### src/rtl/alu_seq_pkg.sv
// Shared definitions for the sequential ALU core.
// Opcode values, the FSM state encoding and the bit positions of the
// N/Z/C/V flags inside the 4-bit flags word.
package alu_seq_pkg;

  // Opcodes (4-bit, sampled with start)
  localparam logic [3:0] OP_ADD  = 4'd0;
  localparam logic [3:0] OP_SUB  = 4'd1;
  localparam logic [3:0] OP_SHL  = 4'd2;
  localparam logic [3:0] OP_SHR  = 4'd3;
  localparam logic [3:0] OP_CMP  = 4'd4;
  localparam logic [3:0] OP_AND  = 4'd5;
  localparam logic [3:0] OP_OR   = 4'd6;
  localparam logic [3:0] OP_XOR  = 4'd7;
  localparam logic [3:0] OP_NAND = 4'd8;
  localparam logic [3:0] OP_NOR  = 4'd9;
  localparam logic [3:0] OP_XNOR = 4'd10;
  localparam logic [3:0] OP_INV  = 4'd11;
  localparam logic [3:0] OP_NEG  = 4'd12;
  localparam logic [3:0] OP_STO  = 4'd13;
  localparam logic [3:0] OP_SWP  = 4'd14;
  localparam logic [3:0] OP_LOAD = 4'd15;

  // Controller states
  typedef enum logic [0:0] {
    ST_IDLE  = 1'b0,
    ST_SHIFT = 1'b1
  } state_t;

  // Bit positions inside flags = {N,Z,C,V}
  localparam int FLAG_N = 3;
  localparam int FLAG_Z = 2;
  localparam int FLAG_C = 1;
  localparam int FLAG_V = 0;

endpackage

### src/rtl/alu_seq_comb.sv
// Combinational ALU slice for every single-cycle arithmetic/logic opcode
// (ADD, SUB, CMP, the bitwise group, INV, NEG).
// Ports:
//   a, b  : operands
//   op    : opcode; shifts and register-move opcodes yield zero here
//   y     : result
//   flags : {N,Z,C,V} for that result
module alu_seq_comb
  import alu_seq_pkg::*;
#(
  parameter int WIDTH = 8
) (
  input  logic [WIDTH-1:0] a,
  input  logic [WIDTH-1:0] b,
  input  logic [3:0]       op,
  output logic [WIDTH-1:0] y,
  output logic [3:0]       flags
);

  localparam logic [WIDTH-1:0] MIN_NEG = {1'b1, {(WIDTH-1){1'b0}}};

  logic [WIDTH:0] sum;
  logic [WIDTH:0] diff;
  logic           c;
  logic           v;

  // Extra top bit captures carry (add) or borrow (subtract).
  assign sum  = {1'b0, a} + {1'b0, b};
  assign diff = {1'b0, a} - {1'b0, b};

  // NOTE: every output of a combinational block gets a default before the
  // case statement; a path that leaves one unassigned would infer a latch.
  always_comb begin
    y = '0;
    c = 1'b0;
    v = 1'b0;
    case (op)
      OP_ADD: begin
        y = sum[WIDTH-1:0];
        c = sum[WIDTH];
        // Overflow: like-signed operands producing an opposite-signed result.
        v = (a[WIDTH-1] == b[WIDTH-1]) && (y[WIDTH-1] != a[WIDTH-1]);
      end
      OP_SUB: begin
        y = diff[WIDTH-1:0];
        c = ~diff[WIDTH];  // carry means "no borrow", i.e. a >= b
        v = (a[WIDTH-1] != b[WIDTH-1]) && (y[WIDTH-1] != a[WIDTH-1]);
      end
      OP_CMP: begin
        y[2] = (a > b);
        y[1] = (a == b);
        y[0] = (a < b);
      end
      OP_AND:  y = a & b;
      OP_OR:   y = a | b;
      OP_XOR:  y = a ^ b;
      OP_NAND: y = ~(a & b);
      OP_NOR:  y = ~(a | b);
      OP_XNOR: y = ~(a ^ b);
      OP_INV:  y = ~a;
      OP_NEG: begin
        y = '0 - a;
        v = (a == MIN_NEG);  // the most negative value has no positive twin
      end
      default: y = '0;
    endcase
  end

  always_comb begin
    flags         = '0;
    flags[FLAG_N] = y[WIDTH-1];
    flags[FLAG_Z] = ~|y;
    flags[FLAG_C] = c;
    flags[FLAG_V] = v;
  end

endmodule

### src/rtl/alu_seq_core.sv
// Sequential ALU core: operand registers A/B, result register y, flags and
// a busy/done handshake. Single-cycle opcodes complete at the start edge;
// SHL/SHR run one bit per clock through a serial shifter.
// Ports:
//   clk, rst_n     : clock, asynchronous active-low reset
//   clr            : synchronous clear of all state, aborts an operation
//   din            : operand input
//   load_a, load_b : load din into A / B (idle only, start takes priority)
//   start, op      : execute opcode op (ignored while busy)
//   a_q, b_q, y    : operand and result registers
//   flags          : {N,Z,C,V} of the last completed operation
//   busy           : a serial shift is in flight
//   done           : one-cycle pulse when y/flags update
module alu_seq_core
  import alu_seq_pkg::*;
#(
  parameter int WIDTH     = 8,
  parameter bit WRITEBACK = 1'b0
) (
  input  logic             clk,
  input  logic             rst_n,
  input  logic             clr,
  input  logic [WIDTH-1:0] din,
  input  logic             load_a,
  input  logic             load_b,
  input  logic             start,
  input  logic [3:0]       op,
  output logic [WIDTH-1:0] a_q,
  output logic [WIDTH-1:0] b_q,
  output logic [WIDTH-1:0] y,
  output logic [3:0]       flags,
  output logic             busy,
  output logic             done
);

  localparam int S = $clog2(WIDTH);

  state_t           state, state_d;
  logic [WIDTH-1:0] a_d, b_d, y_d;
  logic [3:0]       flags_d;
  logic             done_d;
  logic [WIDTH-1:0] work, work_d;   // value being shifted
  logic [S-1:0]     cnt, cnt_d;     // remaining shift steps
  logic             cbit, cbit_d;   // last bit shifted out
  logic             dir_r, dir_d;   // 1 = shift right

  logic [WIDTH-1:0] alu_y;
  logic [3:0]       alu_flags;

  alu_seq_comb #(.WIDTH(WIDTH)) u_comb (
    .a     (a_q),
    .b     (b_q),
    .op    (op),
    .y     (alu_y),
    .flags (alu_flags)
  );

  // N/Z from a value with C and V cleared (register-move opcodes).
  function automatic logic [3:0] nz_flags(input logic [WIDTH-1:0] v);
    logic [3:0] f;
    f         = '0;
    f[FLAG_N] = v[WIDTH-1];
    f[FLAG_Z] = ~|v;
    return f;
  endfunction

  assign busy = (state == ST_SHIFT);

  always_comb begin
    state_d = state;
    a_d     = a_q;
    b_d     = b_q;
    y_d     = y;
    flags_d = flags;
    done_d  = 1'b0;
    work_d  = work;
    cnt_d   = cnt;
    cbit_d  = cbit;
    dir_d   = dir_r;

    if (clr) begin
      state_d = ST_IDLE;
      a_d     = '0;
      b_d     = '0;
      y_d     = '0;
      flags_d = '0;
      work_d  = '0;
      cnt_d   = '0;
      cbit_d  = 1'b0;
      dir_d   = 1'b0;
    end else begin
      case (state)
        ST_IDLE: begin
          if (start) begin
            // Start wins over any simultaneous load.
            case (op)
              OP_SHL, OP_SHR: begin
                state_d = ST_SHIFT;
                work_d  = a_q;
                cnt_d   = b_q[S-1:0];
                cbit_d  = 1'b0;
                dir_d   = (op == OP_SHR);
              end
              OP_STO: begin
                a_d     = y;
                flags_d = nz_flags(y);
                done_d  = 1'b1;
              end
              OP_SWP: begin
                a_d     = b_q;
                b_d     = a_q;
                y_d     = a_q;
                flags_d = nz_flags(a_q);
                done_d  = 1'b1;
              end
              OP_LOAD: begin
                a_d     = din;
                b_d     = a_q;
                y_d     = din;
                flags_d = nz_flags(din);
                done_d  = 1'b1;
              end
              default: begin
                y_d     = alu_y;
                flags_d = alu_flags;
                done_d  = 1'b1;
                if (WRITEBACK) a_d = alu_y;
              end
            endcase
          end else begin
            if (load_a) a_d = din;
            if (load_b) b_d = din;
          end
        end

        ST_SHIFT: begin
          if (cnt == '0) begin
            state_d               = ST_IDLE;
            y_d                   = work;
            flags_d               = '0;
            flags_d[FLAG_N]       = work[WIDTH-1];
            flags_d[FLAG_Z]       = ~|work;
            flags_d[FLAG_C]       = cbit;
            done_d                = 1'b1;
            if (WRITEBACK) a_d    = work;
          end else begin
            if (dir_r) begin
              cbit_d = work[0];
              work_d = work >> 1;
            end else begin
              cbit_d = work[WIDTH-1];
              work_d = work << 1;
            end
            cnt_d = cnt - 1'b1;
          end
        end

        default: state_d = ST_IDLE;
      endcase
    end
  end

  // NOTE: sequential state uses non-blocking assignments so every register
  // samples the values from before the edge, independent of statement order.
  // All registers here are small flops, so every one is reset explicitly.
  always_ff @(posedge clk or negedge rst_n) begin
    if (!rst_n) begin
      state <= ST_IDLE;
      a_q   <= '0;
      b_q   <= '0;
      y     <= '0;
      flags <= '0;
      done  <= 1'b0;
      work  <= '0;
      cnt   <= '0;
      cbit  <= 1'b0;
      dir_r <= 1'b0;
    end else begin
      state <= state_d;
      a_q   <= a_d;
      b_q   <= b_d;
      y     <= y_d;
      flags <= flags_d;
      done  <= done_d;
      work  <= work_d;
      cnt   <= cnt_d;
      cbit  <= cbit_d;
      dir_r <= dir_d;
    end
  end

endmodule

### config.mk
export PLATFORM = sky130hd
export DESIGN_NAME = alu_seq_core
export DESIGN_NICKNAME = d
export VERILOG_FILES = /design/src/rtl/alu_seq_pkg.sv /design/src/rtl/alu_seq_comb.sv /design/src/rtl/alu_seq_core.sv
export SDC_FILE = /design/constraint.sdc
export NUM_CORES = 1
export LEC_CHECK = 0
export CAP_MARGIN = 25
export CORE_MARGIN = 4
export CORE_UTILIZATION = 53
export DETAILED_ROUTE_END_ITERATION = 8
export PLACE_DENSITY = 0.88
export SKIP_CTS_REPAIR_TIMING = 1
export SLEW_MARGIN = 20
export SYNTH_ARGS = -nofsm -noshare
export SYNTH_HDL_FRONTEND = slang
export SYNTH_SLANG_ARGS = --single-unit
### constraint.sdc
create_clock -name clk -period 2.7 [get_ports clk]
set_input_delay 0.81 -clock clk [delete_from_list [all_inputs] [get_ports clk]]
set_output_delay 0.81 -clock clk [all_outputs]
set_load 0.05 [all_outputs]
# Word level (Yosys, flattened, before mapping)
# Cells that the tools add are included.
[classes]
addsub = 4
multipliers = 0
div_mod_pow = 0
magnitude_cmp = 2
eq_ne = 30
n_shift = 0
mux = 55
n_bitwise = 9
n_reduce_logical = 27
[ops]
columns = ["op", "n"]
rows = [
  ["$mux 8", 17],
  ["$pmux 5 s10", 1],
  ["$pmux 8 s3", 2],
  ["$reduce_or 8->1", 5],
  ["$pmux 3 s11", 1],
  ["$eq 4x4->1 const B", 8],
  ["$not 8->8", 4],
  ["$pmux 8 s2", 2],
  ["$reduce_and 3->1", 6],
  ["$mux 1", 17],
  ["$eq 4x3->1 const B", 4],
  ["$pmux 4 s4", 1],
  ["$ne 3x3->1 const B", 5],
  ["$mux 3", 4],
  ["$mux 4", 3],
  ["$add 8x8->9", 1],
  ["$sub 8x8->9", 1],
  ["$and 8x8->8", 1],
  ["$eq 4x2->1 const B", 2],
  ["$eq 8x8->1", 1],
  ["$eq 8x8->1 const B", 1],
  ["$gt 8x8->1", 1],
  ["$lt 8x8->1", 1],
  ["$or 8x8->8", 1],
  ["other kinds (22)", 37],
]
[word_totals]
regBits = 43
latchBits = 0
mem_bits_rw = 0
romBits = 0
output_inout_bits = 30
n_memories = 0

# Depth between registers and ports, before layout
# Gate-level depths: netlist (run 1).
[depth]
depth_word = 9
mapped_depth = 12
ltp_nobuf = 11

# Cells and area by module
# A second synthesis (run 1) with hierarchy kept.
[hier_totals]
hier_cells = 561
hier_area_um2 = 4638.2
[modules_own_cells]
columns = ["module", "instances", "cells_each", "area_per_inst_um2", "seq_area_each_um2"]
rows = [
  ["alu_seq_core", 1, 287, 2726.4, 1076.0],
  ["alu_seq_comb", 1, 274, 1911.8, 0.0],
]

# Least setup slack after synthesis (run 1)
# No wires, ideal clock.
[synth_path]
path_kind = "register -> register"
from = "register a_q[1]"
to = "register flags[3]"
setup_time_ps = 121
arrival_ps = 2781
t_required_ps = 2579
setup_slack_ps = -202
stages_incl_launch_ff = 10
path_buffers = 0
synth_period_minus_slack_ps = 2902
cell_sequence = "dfrtp_1 inv_1 ha_1 nor2_1 o311ai_1 a31oi_1 a221o_1 a211oi_2 o21ai_1 a22o_1"
[synth_via]
elab_chain_len = 6
word_cells_on_any_way = 8
[synth_lines]
columns = ["item", "line", "text"]
rows = [
  ["start, declared", "alu_seq_core.sv:28", "output logic [WIDTH-1:0] a_q,"],
  ["start signal, assigned", "alu_seq_core.sv:169", "a_q <= '0;"],
  ["start signal, assigned", "alu_seq_core.sv:180", "a_q <= a_d;"],
  ["$sub 1x8->8, or another cell as far along", "alu_seq_comb.sv:62", "y = '0 - a;"],
  ["$pmux 5 s10 *", "alu_seq_comb.sv:37", "case (op)"],
  ["$pmux 4 s4 *", "alu_seq_core.sv:96", "case (op)"],
  ["$mux 4 *", "alu_seq_core.sv:94", "if (start) begin"],
  ["$pmux 4 s2 *", "alu_seq_core.sv:92", "case (state)"],
  ["$mux 4 *", "alu_seq_core.sv:81", "if (clr) begin"],
  ["end signal, assigned", "alu_seq_core.sv:183", "flags <= flags_d;"],
  ["end, declared", "alu_seq_core.sv:31", "output logic [3:0] flags,"],
]
# Mark *: on every way between the ends. The rest lies on a longest branch, timed or not. The select of a mux whose other input is x is not followed.
# A chain may end at the register's enable or synchronous reset.

# Final worst setup path (run 1)
[layout_path]
from = "register b_q[0]"
to = "register flags[2]"
[layout_via]
elab_chain_len = 9
word_cells_on_any_way = 19
[layout_lines]
columns = ["item", "line", "text"]
rows = [
  ["start, declared", "alu_seq_core.sv:29", "output logic [WIDTH-1:0] b_q,"],
  ["start signal, assigned", "alu_seq_core.sv:170", "b_q <= '0;"],
  ["start signal, assigned", "alu_seq_core.sv:181", "b_q <= b_d;"],
  ["branches (longest 3 deep; another with $sub 8x8->9)", "-", ""],
  ["$reduce_or 8->1 *", "alu_seq_comb.sv:72", "flags[FLAG_Z] = ~|y;"],
  ["$logic_not 1->1 *", "alu_seq_comb.sv:72", ""],
  ["$pmux 4 s4 *", "alu_seq_core.sv:96", ""],
  ["$mux 4 *", "alu_seq_core.sv:94", ""],
  ["$pmux 4 s2 *", "alu_seq_core.sv:92", ""],
  ["$mux 4 *", "alu_seq_core.sv:81", ""],
]
# Mark *: on every way between the ends. The select of a mux whose other input is x is not followed.

==> impl_metrics.xml, run 1 <==
<?xml version="1.0" encoding="UTF-8"?>
<metrics>
  <group name="cts">
    <metric name="max-clock-path-buffers" unit="">2</metric>
    <metric name="htree_num_levels" unit="">2</metric>
    <metric name="clkTransAtPathRegs" unit="ps">80</metric>
    <metric name="tritoncts" unit="">yes</metric>
    <metric name="clkLatencyLatePin" unit="ps">290</metric>
    <metric name="cts_sinks" unit="">43</metric>
    <metric name="cts_buffers" unit="">5</metric>
    <metric name="clk_root_buffer_cell" unit="">sky130_fd_sc_hd__clkbuf_8</metric>
  </group>
  <group name="layout">
    <metric name="syn2layout_area_growth" unit="%">37.96</metric>
    <metric name="drive_gt1_frac" unit="">0.2702</metric>
    <metric name="finish.cell_count_without_fillers" unit="">823</metric>
    <metric name="utilization" unit="">0.7453</metric>
    <metric name="stdcell_area" unit="µm²">6093</metric>
    <metric name="diodes" unit="">0</metric>
    <metric name="finalNetCount" unit="">764</metric>
  </group>
  <group name="grt">
    <metric name="grt_first_pass_wirelength" unit="µm">27700</metric>
    <metric name="grt.total_usage" unit="">0.3525</metric>
    <metric name="antenna_found_initial" unit="">0</metric>
    <metric name="grt_max_degree" unit="">35</metric>
    <metric name="grt-ovfl-total" unit="">0</metric>
    <metric name="first_global_vias" unit="">5194</metric>
  </group>
  <group name="logic_synthesis">
    <metric name="ys_async_sr_fraction" unit="">1.000</metric>
    <metric name="synthXorXnorAreaFrac" unit="">0.01388</metric>
    <metric name="synthDominantAreaCellType" unit="">sky130_fd_sc_hd__dfrtp_1</metric>
    <metric name="synth_top_family_by_area" unit="">compound AO/OA/AOI/OAI gates</metric>
    <metric name="ys.flop_type" unit="">sky130_fd_sc_hd__dfrtp_1</metric>
    <metric name="seq_area_frac_synth" unit="">0.2436</metric>
    <metric name="syn-cell-area" unit="µm²">4417</metric>
    <metric name="yosysWarningCount" unit="">0</metric>
    <metric name="fraction_of_the_mapped_netlist_area_in_adder_cells" unit="">0.08555</metric>
    <metric name="post_synth_and_or_nand_nor_area_fraction" unit="">0.2212</metric>
    <metric name="count_of_state_elements_after_synthesis" unit="">43</metric>
    <metric name="postSynthAreaPerCell" unit="µm²">7.790</metric>
    <metric name="synth_cell_type_count" unit="">74</metric>
    <metric name="synth_top_area_share" unit="">0.2436</metric>
    <metric name="synth_cells" unit="">567</metric>
    <metric name="yosys-top-cells-area" unit="">sky130_fd_sc_hd__dfrtp_1, sky130_fd_sc_hd__ha_1, sky130_fd_sc_hd__nand2_1, sky130_fd_sc_hd__o21ai_0, sky130_fd_sc_hd__mux2i_1</metric>
    <metric name="synth.mux.area_fraction" unit="">0.05609</metric>
    <metric name="synth_fp_nets" unit="">614</metric>
    <metric name="synth_compound_gate_area_share" unit="">0.2994</metric>
    <metric name="post_synth_edffs" unit="">0</metric>
  </group>
  <group name="routing">
    <metric name="postRouteAntennaNets" unit="">0</metric>
    <metric name="detail_route.wl_per_cell" unit="µm">21.37</metric>
    <metric name="routed_wirelength" unit="µm">17590</metric>
    <metric name="vias" unit="">5511</metric>
    <metric name="detail_route.iter0.violations" unit="">631</metric>
    <metric name="drcViolationCount" unit="">0</metric>
    <metric name="avgViaCountPerCell" unit="">6.696</metric>
    <metric name="drt_pre_antenna_iters" unit="">7</metric>
  </group>
  <group name="floorplan">
    <metric name="placeableCoreArea" unit="µm²">8175</metric>
    <metric name="floorplan.io_pins" unit="">48</metric>
    <metric name="die_width" unit="µm">99.29</metric>
    <metric name="initial_standard_cell_utilization_of_the_core" unit="">0.5403</metric>
    <metric name="fp.dieH" unit="µm">99.29</metric>
    <metric name="design.die.area" unit="µm²">9858</metric>
    <metric name="core.rowCount" unit="">33</metric>
  </group>
  <group name="critical_path">
    <metric name="required_time_of_the_critical_path" unit="ps">2930</metric>
    <metric name="worst-endpoint-arrival" unit="ps">2870</metric>
    <metric name="critPathKind" unit="">reg -&gt; reg</metric>
    <metric name="critical_path_peak_fanout" unit="">5</metric>
    <metric name="rr_worst_depth" unit="">11</metric>
    <metric name="critical_path.endpoint" unit="">flags[2]</metric>
    <metric name="cp-start-kind" unit="">flop</metric>
    <metric name="rrSetupSlack" unit="ps">60</metric>
    <metric name="reg2reg_launch_point" unit="">b_q[0]</metric>
    <metric name="timing.rr.end" unit="">flags[2]</metric>
    <metric name="critical_path.startpoint" unit="">b_q[0]</metric>
    <metric name="crit_path_end_kind" unit="">flop</metric>
  </group>
  <group name="timing">
    <metric name="timing.final.hold_violations" unit="">0</metric>
    <metric name="timing.clock.skew" unit="ps">4.612</metric>
    <metric name="fmax" unit="GHz">0.3789</metric>
    <metric name="slew_viol_final" unit="">0</metric>
    <metric name="report.final.setup_viol" unit="">0</metric>
    <metric name="worst_slew_margin_rel" unit="">0.4845</metric>
    <metric name="final.min_clock_period" unit="ps">2639</metric>
    <metric name="rsz0062_at_grt" unit="">true</metric>
    <metric name="finalCritPeriodShare" unit="">0.9776</metric>
    <metric name="timing_worst_slew_pin_value" unit="ps">770.3</metric>
  </group>
  <group name="placed_design">
    <metric name="port_buffers" unit="">47</metric>
    <metric name="place_hpwl" unit="µm">13690</metric>
    <metric name="place_congestion" unit="">1.060</metric>
    <metric name="placedInstanceArea" unit="µm²">5858</metric>
    <metric name="placed_cells" unit="">813</metric>
  </group>
  <group name="power_and_ir_drop">
    <metric name="power_density" unit="nW/µm²">412.4</metric>
    <metric name="vdd_drop_max" unit="µV">444.7</metric>
    <metric name="cellLeakagePower" unit="nW">2.612</metric>
    <metric name="total_power" unit="mW">2.513</metric>
  </group>
  <group name="job">
    <metric name="max_cap_violations" unit="">0</metric>
  </group>
  <group name="status">
    <metric name="status" unit="">completed</metric>
  </group>
  <group name="hold_path">
    <metric name="worst_hold_path_type" unit="">in -&gt; async</metric>
  </group>
</metrics>
[how the worst min path moves through the flow]
stage | startpoint | to | slack [ps] | depth (start not counted)
after global routing | rst_n | cbit | 520 | 1
final | rst_n | cbit | 510 | 1
after CTS | rst_n | cbit | 520 | 1
after detailed placement | flags[3] | flags[3] | 500 | 1
after global placement | flags[0] | flags[0] | 460 | 2
after floorplan | cnt[1] | cnt[1] | 500 | 2
[worst max-delay path, cell delays in order, from the launching register on]
cell and delay [ps]:
sky130_fd_sc_hd__dfrtp_2 410, sky130_fd_sc_hd__ha_2 220, sky130_fd_sc_hd__inv_1 60, sky130_fd_sc_hd__fa_1 390
sky130_fd_sc_hd__nand2b_1 200, sky130_fd_sc_hd__a211oi_2 220, sky130_fd_sc_hd__buf_4 180, sky130_fd_sc_hd__nor3_1 40
sky130_fd_sc_hd__o21ai_1 190, sky130_fd_sc_hd__nand3_1 160, sky130_fd_sc_hd__nor4_2 290, sky130_fd_sc_hd__a41o_1 190
[Yosys cell counts (3+ instances only)]
| library cell | instances |
|---|---|
| sky130_fd_sc_hd__nand2_1 | 69 |
| sky130_fd_sc_hd__dfrtp_1 | 43 |
| sky130_fd_sc_hd__nor2_1 | 38 |
| sky130_fd_sc_hd__inv_1 | 37 |
| sky130_fd_sc_hd__o21ai_0 | 37 |
| sky130_fd_sc_hd__a21oi_1 | 28 |
| sky130_fd_sc_hd__ha_1 | 27 |
| sky130_fd_sc_hd__buf_2 | 20 |
| sky130_fd_sc_hd__mux2i_1 | 18 |
| sky130_fd_sc_hd__o31ai_1 | 17 |
| sky130_fd_sc_hd__nand3_1 | 14 |
| sky130_fd_sc_hd__nor3_1 | 13 |
| sky130_fd_sc_hd__a22oi_1 | 12 |
| sky130_fd_sc_hd__clkbuf_1 | 12 |
| sky130_fd_sc_hd__o211ai_1 | 12 |
| sky130_fd_sc_hd__nand2b_1 | 11 |
| sky130_fd_sc_hd__o21ai_1 | 11 |
| sky130_fd_sc_hd__a221o_1 | 9 |
| sky130_fd_sc_hd__a211oi_1 | 8 |
| sky130_fd_sc_hd__a31oi_1 | 8 |
| sky130_fd_sc_hd__nor4_1 | 8 |
| sky130_fd_sc_hd__nand4_1 | 7 |
| sky130_fd_sc_hd__xnor2_1 | 7 |
| sky130_fd_sc_hd__a221oi_1 | 6 |
| sky130_fd_sc_hd__nor2b_1 | 6 |
| sky130_fd_sc_hd__o22ai_1 | 6 |
| sky130_fd_sc_hd__a311oi_1 | 4 |
| sky130_fd_sc_hd__a32oi_1 | 4 |
| sky130_fd_sc_hd__buf_1 | 4 |
| sky130_fd_sc_hd__o221ai_1 | 4 |
| sky130_fd_sc_hd__nor3b_1 | 3 |
| sky130_fd_sc_hd__o32ai_1 | 3 |
| sky130_fd_sc_hd__or4_1 | 3 |
[metrics by stage]
| stage | TNS, ps | worst slack [ps] | hold WS, ps |
|---|---|---|---|
| 2_1_floorplan | 0 | 4.567 | 497.1 |
| 3_3_place_gp | -8896 | -439.8 | 464.8 |
| 3_5_place_dp | -9587 | -429.9 | 499.1 |
| 4_1_cts | -738.9 | -143.7 | 516.8 |
| 5_1_grt | -67.01 | -50.31 | 523.4 |
| 6_report | 0 | 60.51 | 508.0 |
[layout make-up]
| type | count | area [µm²] |
|---|---|---|
| clock inverter | 1 | 7.507 |
| inverter | 39 | 146.4 |
| tap | 105 | 131.4 |
| clock buffer | 7 | 96.34 |
| sequential | 43 | 1085 |
| multi-input combinational | 443 | 3085 |
| fill | 592 | 2082 |
| timing repair buffer | 185 | 1541 |
[sequential cells by signal, summed over array words and instances, names as in the netlist]
register and cells:
work 8, cnt 3, cbit 1, dir_r 1, busy 1, b_q 8
a_q 8, flags 4, y 8, done 1
[power breakdown]
group / switching, mW / internal, mW
Sequential: 0.0602 / 0.689
Clock: 0.220 / 0.233
Combinational: 0.761 / 0.549
Total: 1.04 / 1.47
[cells in the final DEF (no fill, tap or decap), types with 5 or more instances in the layout]
cell / instances
sky130_fd_sc_hd__nand4_1: 7
sky130_fd_sc_hd__a31oi_1: 8
sky130_fd_sc_hd__a22oi_1: 11
sky130_fd_sc_hd__o211ai_1: 12
sky130_fd_sc_hd__inv_1: 36
sky130_fd_sc_hd__nand2b_1: 9
sky130_fd_sc_hd__nand2_1: 69
sky130_fd_sc_hd__a211oi_1: 6
sky130_fd_sc_hd__o21ai_0: 34
sky130_fd_sc_hd__dfrtp_1: 36
sky130_fd_sc_hd__a21oi_1: 27
sky130_fd_sc_hd__nor2_1: 35
sky130_fd_sc_hd__o21ai_1: 14
sky130_fd_sc_hd__a221oi_1: 6
sky130_fd_sc_hd__mux2i_1: 18
sky130_fd_sc_hd__nor4_1: 6
sky130_fd_sc_hd__clkbuf_8: 7
sky130_fd_sc_hd__xnor2_1: 6
sky130_fd_sc_hd__nor3_1: 13
sky130_fd_sc_hd__dfrtp_2: 7
sky130_fd_sc_hd__nor2b_1: 5
sky130_fd_sc_hd__o31ai_1: 17
sky130_fd_sc_hd__nand3_1: 14
sky130_fd_sc_hd__ha_1: 23
sky130_fd_sc_hd__a221o_1: 9
sky130_fd_sc_hd__buf_4: 135
sky130_fd_sc_hd__o22ai_1: 6
sky130_fd_sc_hd__clkdlybuf4s50_1: 41
[layer usage]
metal	vias up	wire length (µm)	track usage
li1	2401	-	-
met1	2526	6501	0.4646
met2	461	8005	0.5832
met3	123	1938	0.04278
met4	0	1146	0.1523
met5	-	0	0
[cell families after synthesis]
logic type	after synthesis
buf+inv	81
compound gates	191
mux	22
flops	43
xor+xnor	7
fa+ha+maj	29
simple gates	194
No activity file was read; power rests on OpenSTA's default activity.
==> run 2, diff against run 1 <==
- SKIP_LAST_GASP: unset -> 1
==> run 2 against run 1 <==
Die area unchanged. Flip-flop and latch count did not move. Cell count stayed put. First-iteration DRC count increased by 1.9%. Hold slack worse by 2.9 ps. Largest power group unchanged. Register-to-register slack better by 20 ps. Highest routed layer unchanged. Sequential power barely moved. Utilization is essentially flat. Critical path depth stayed put. Global-route usage stayed put.
==> impl_metrics.xml, run 2 (synthesized netlist as in run 1, its figures left out) <==
<?xml version="1.0" encoding="UTF-8"?>
<metrics>
  <group name="critical_path">
    <metric name="critical_path.startpoint" unit="">b_q[1]</metric>
    <metric name="critPathKind" unit="">reg -&gt; reg</metric>
    <metric name="worstPathCellList" unit="">inv_1 -&gt; buf_4 -&gt; ha_1 -&gt; o311ai_1 -&gt; buf_4 -&gt; a31oi_1 -&gt; buf_4 -&gt; a221o_1 -&gt; a211oi_2 -&gt; o21ai_1 -&gt; a22o_1</metric>
    <metric name="crit_path_end_kind" unit="">flop</metric>
    <metric name="critical-path-slowest-cell" unit="">sky130_fd_sc_hd__a221o_1</metric>
    <metric name="reg2reg_launch_point" unit="">b_q[1]</metric>
    <metric name="cp.depth" unit="">11</metric>
    <metric name="critical_path_peak_fanout" unit="">5</metric>
    <metric name="max_stage_delay" unit="ps">380</metric>
    <metric name="worst-endpoint-arrival" unit="ps">2810</metric>
    <metric name="timing.critical_path.max_delay_family" unit="">compound AO/OA/AOI/OAI gates</metric>
    <metric name="cp-start-kind" unit="">flop</metric>
    <metric name="required_time_of_the_critical_path" unit="ps">2890</metric>
    <metric name="crit_buf_inv" unit="">4</metric>
    <metric name="critical_path.endpoint" unit="">flags[3]</metric>
    <metric name="crit_top_cell" unit="">sky130_fd_sc_hd__buf_4</metric>
    <metric name="rr_worst_depth" unit="">11</metric>
    <metric name="rrSetupSlack" unit="ps">80</metric>
    <metric name="timing.rr.end" unit="">flags[3]</metric>
  </group>
  <group name="grt">
    <metric name="grt_max_degree" unit="">35</metric>
    <metric name="grt.total_usage" unit="">0.3525</metric>
    <metric name="first_global_vias" unit="">5194</metric>
    <metric name="global_route.usage.met3" unit="">0.04278</metric>
    <metric name="antenna_found_initial" unit="">0</metric>
    <metric name="met2_usage" unit="">0.5832</metric>
    <metric name="grt_busiest_layer" unit="">met2</metric>
    <metric name="grt_first_pass_wirelength" unit="µm">27700</metric>
    <metric name="grt-ovfl-total" unit="">0</metric>
    <metric name="groute.layer.met1.usage" unit="">0.4646</metric>
  </group>
  <group name="routing">
    <metric name="routed_wirelength" unit="µm">17570</metric>
    <metric name="detail_route.wl_per_cell" unit="µm">21.35</metric>
    <metric name="avgViaCountPerCell" unit="">6.697</metric>
    <metric name="drcViolationCount" unit="">0</metric>
    <metric name="detail_route.iter0.violations" unit="">643</metric>
    <metric name="drt_pre_antenna_iters" unit="">6</metric>
    <metric name="postRouteAntennaNets" unit="">0</metric>
    <metric name="vias" unit="">5512</metric>
  </group>
  <group name="layout">
    <metric name="drive_gt1_frac" unit="">0.2688</metric>
    <metric name="diodes" unit="">0</metric>
    <metric name="finalNetCount" unit="">764</metric>
    <metric name="finish.cell_count_without_fillers" unit="">823</metric>
    <metric name="layout_commonest_cell" unit="">sky130_fd_sc_hd__buf_4</metric>
    <metric name="final_cell_mix" unit="">sky130_fd_sc_hd__buf_4, sky130_fd_sc_hd__nand2_1, sky130_fd_sc_hd__clkdlybuf4s50_1</metric>
    <metric name="syn2layout_area_growth" unit="%">37.90</metric>
  </group>
  <group name="hold_path">
    <metric name="worst_hold_path_type" unit="">in -&gt; async</metric>
  </group>
  <group name="timing">
    <metric name="slew_viol_final" unit="">0</metric>
    <metric name="rsz0062_at_grt" unit="">true</metric>
    <metric name="timing.clock.skew" unit="ps">3.956</metric>
    <metric name="report.final.setup_viol" unit="">0</metric>
    <metric name="fin_worst_hold_slack" unit="ps">505.2</metric>
    <metric name="fmax" unit="GHz">0.3823</metric>
    <metric name="worst_slew_margin_rel" unit="">0.4901</metric>
    <metric name="finalCritPeriodShare" unit="">0.9689</metric>
    <metric name="final.min_clock_period" unit="ps">2616</metric>
    <metric name="layout_setup_ws" unit="ps">83.92</metric>
    <metric name="timing_worst_slew_pin_value" unit="ps">762.0</metric>
    <metric name="timing.final.hold_violations" unit="">0</metric>
  </group>
  <group name="placed_design">
    <metric name="port_buffers" unit="">47</metric>
    <metric name="place_congestion" unit="">1.060</metric>
    <metric name="dp_worst_setup_slack" unit="ps">-429.9</metric>
    <metric name="place_hpwl" unit="µm">13690</metric>
    <metric name="placed_cells" unit="">813</metric>
  </group>
  <group name="power_and_ir_drop">
    <metric name="p_int" unit="mW">1.471</metric>
    <metric name="power.share.combinational" unit="">0.519</metric>
    <metric name="power_density" unit="nW/µm²">413.7</metric>
    <metric name="net_switching_power_of_the_design" unit="mW">1.049</metric>
    <metric name="relative_contribution_of_sequential_cells_to_total_power" unit="">0.298</metric>
    <metric name="vdd_drop_max" unit="µV">449.0</metric>
    <metric name="cellLeakagePower" unit="nW">2.615</metric>
    <metric name="clock_power_share" unit="">0.183</metric>
    <metric name="switching_share" unit="">0.4162</metric>
  </group>
  <group name="cts">
    <metric name="htree_num_levels" unit="">2</metric>
    <metric name="cts_sinks" unit="">43</metric>
    <metric name="max-clock-path-buffers" unit="">2</metric>
    <metric name="clkLatencyLatePin" unit="ps">300</metric>
    <metric name="tritoncts" unit="">yes</metric>
    <metric name="cts_buffers" unit="">5</metric>
    <metric name="clkTransAtPathRegs" unit="ps">80</metric>
    <metric name="clk_root_buffer_cell" unit="">sky130_fd_sc_hd__clkbuf_8</metric>
  </group>
  <group name="floorplan">
    <metric name="fp.dieH" unit="µm">99.29</metric>
    <metric name="design.die.area" unit="µm²">9858</metric>
    <metric name="initial_standard_cell_utilization_of_the_core" unit="">0.5403</metric>
    <metric name="die_width" unit="µm">99.29</metric>
    <metric name="placeableCoreArea" unit="µm²">8175</metric>
    <metric name="floorplan.io_pins" unit="">48</metric>
    <metric name="core.rowCount" unit="">33</metric>
  </group>
  <group name="job">
    <metric name="max_cap_violations" unit="">0</metric>
  </group>
  <group name="status">
    <metric name="status" unit="">completed</metric>
  </group>
</metrics>
run 2: cell counts in the layout (fill, tap and decap cells not counted):
Identical to the previous run, type by type.
run 2: how the worst min path moves through the flow:
stage                           to  slack (ps)
after floorplan             cnt[1]         500
after global placement    flags[0]         460
after detailed placement  flags[3]         500
after CTS                     cbit         520
after global routing          cbit         520
final                         cbit         510
run 2: metrics by stage:
step                utilization  instance area, µm²  power, mW  TNS (ps)
floorplan                     -                4425      1.438         0
finish                   0.7450                6091      2.520         0
global route             0.7450                6091      2.627    -67.01
detailed placement       0.7166                5858      1.978     -9587
CTS                      0.7293                5962      2.428    -738.9
global placement         0.7166                5858      1.960     -8896
run 2: cell type report:
| class | instances | area [µm²] |
|---|---|---|
| Clock buffer | 7 | 96.34 |
| Clock inverter | 1 | 7.507 |
| Fill cell | 593 | 2085 |
| Inverter | 39 | 146.4 |
| Multi-Input combinational cell | 443 | 3083 |
| Sequential cell | 43 | 1085 |
| Tap cell | 105 | 131.4 |
| Timing Repair Buffer | 185 | 1541 |
run 2: layer usage:
layer | vias to the layer above | wire length (µm)
li1 | 2405 | -
met1 | 2518 | 6413
met2 | 469 | 8110
met3 | 120 | 1968
met4 | 0 | 1077
met5 | - | 0
run 2: power by group through the flow:
| stage | sequential, mW | clock (mW) | combinational (mW) |
|---|---|---|---|
| floorplan | 0.885 | 0 | 0.553 |
| global placement | 0.754 | 0 | 1.21 |
| detailed placement | 0.756 | 0 | 1.22 |
| CTS | 0.744 | 0.456 | 1.23 |
| global route | 0.754 | 0.490 | 1.38 |
| finish | 0.751 | 0.460 | 1.31 |
==> run 3, diff against run 2 <==
- CAP_MARGIN: 25 -> 10
==> results of run 3 <==
The final DEF is identical to that of run 2; final timing and power are the same.
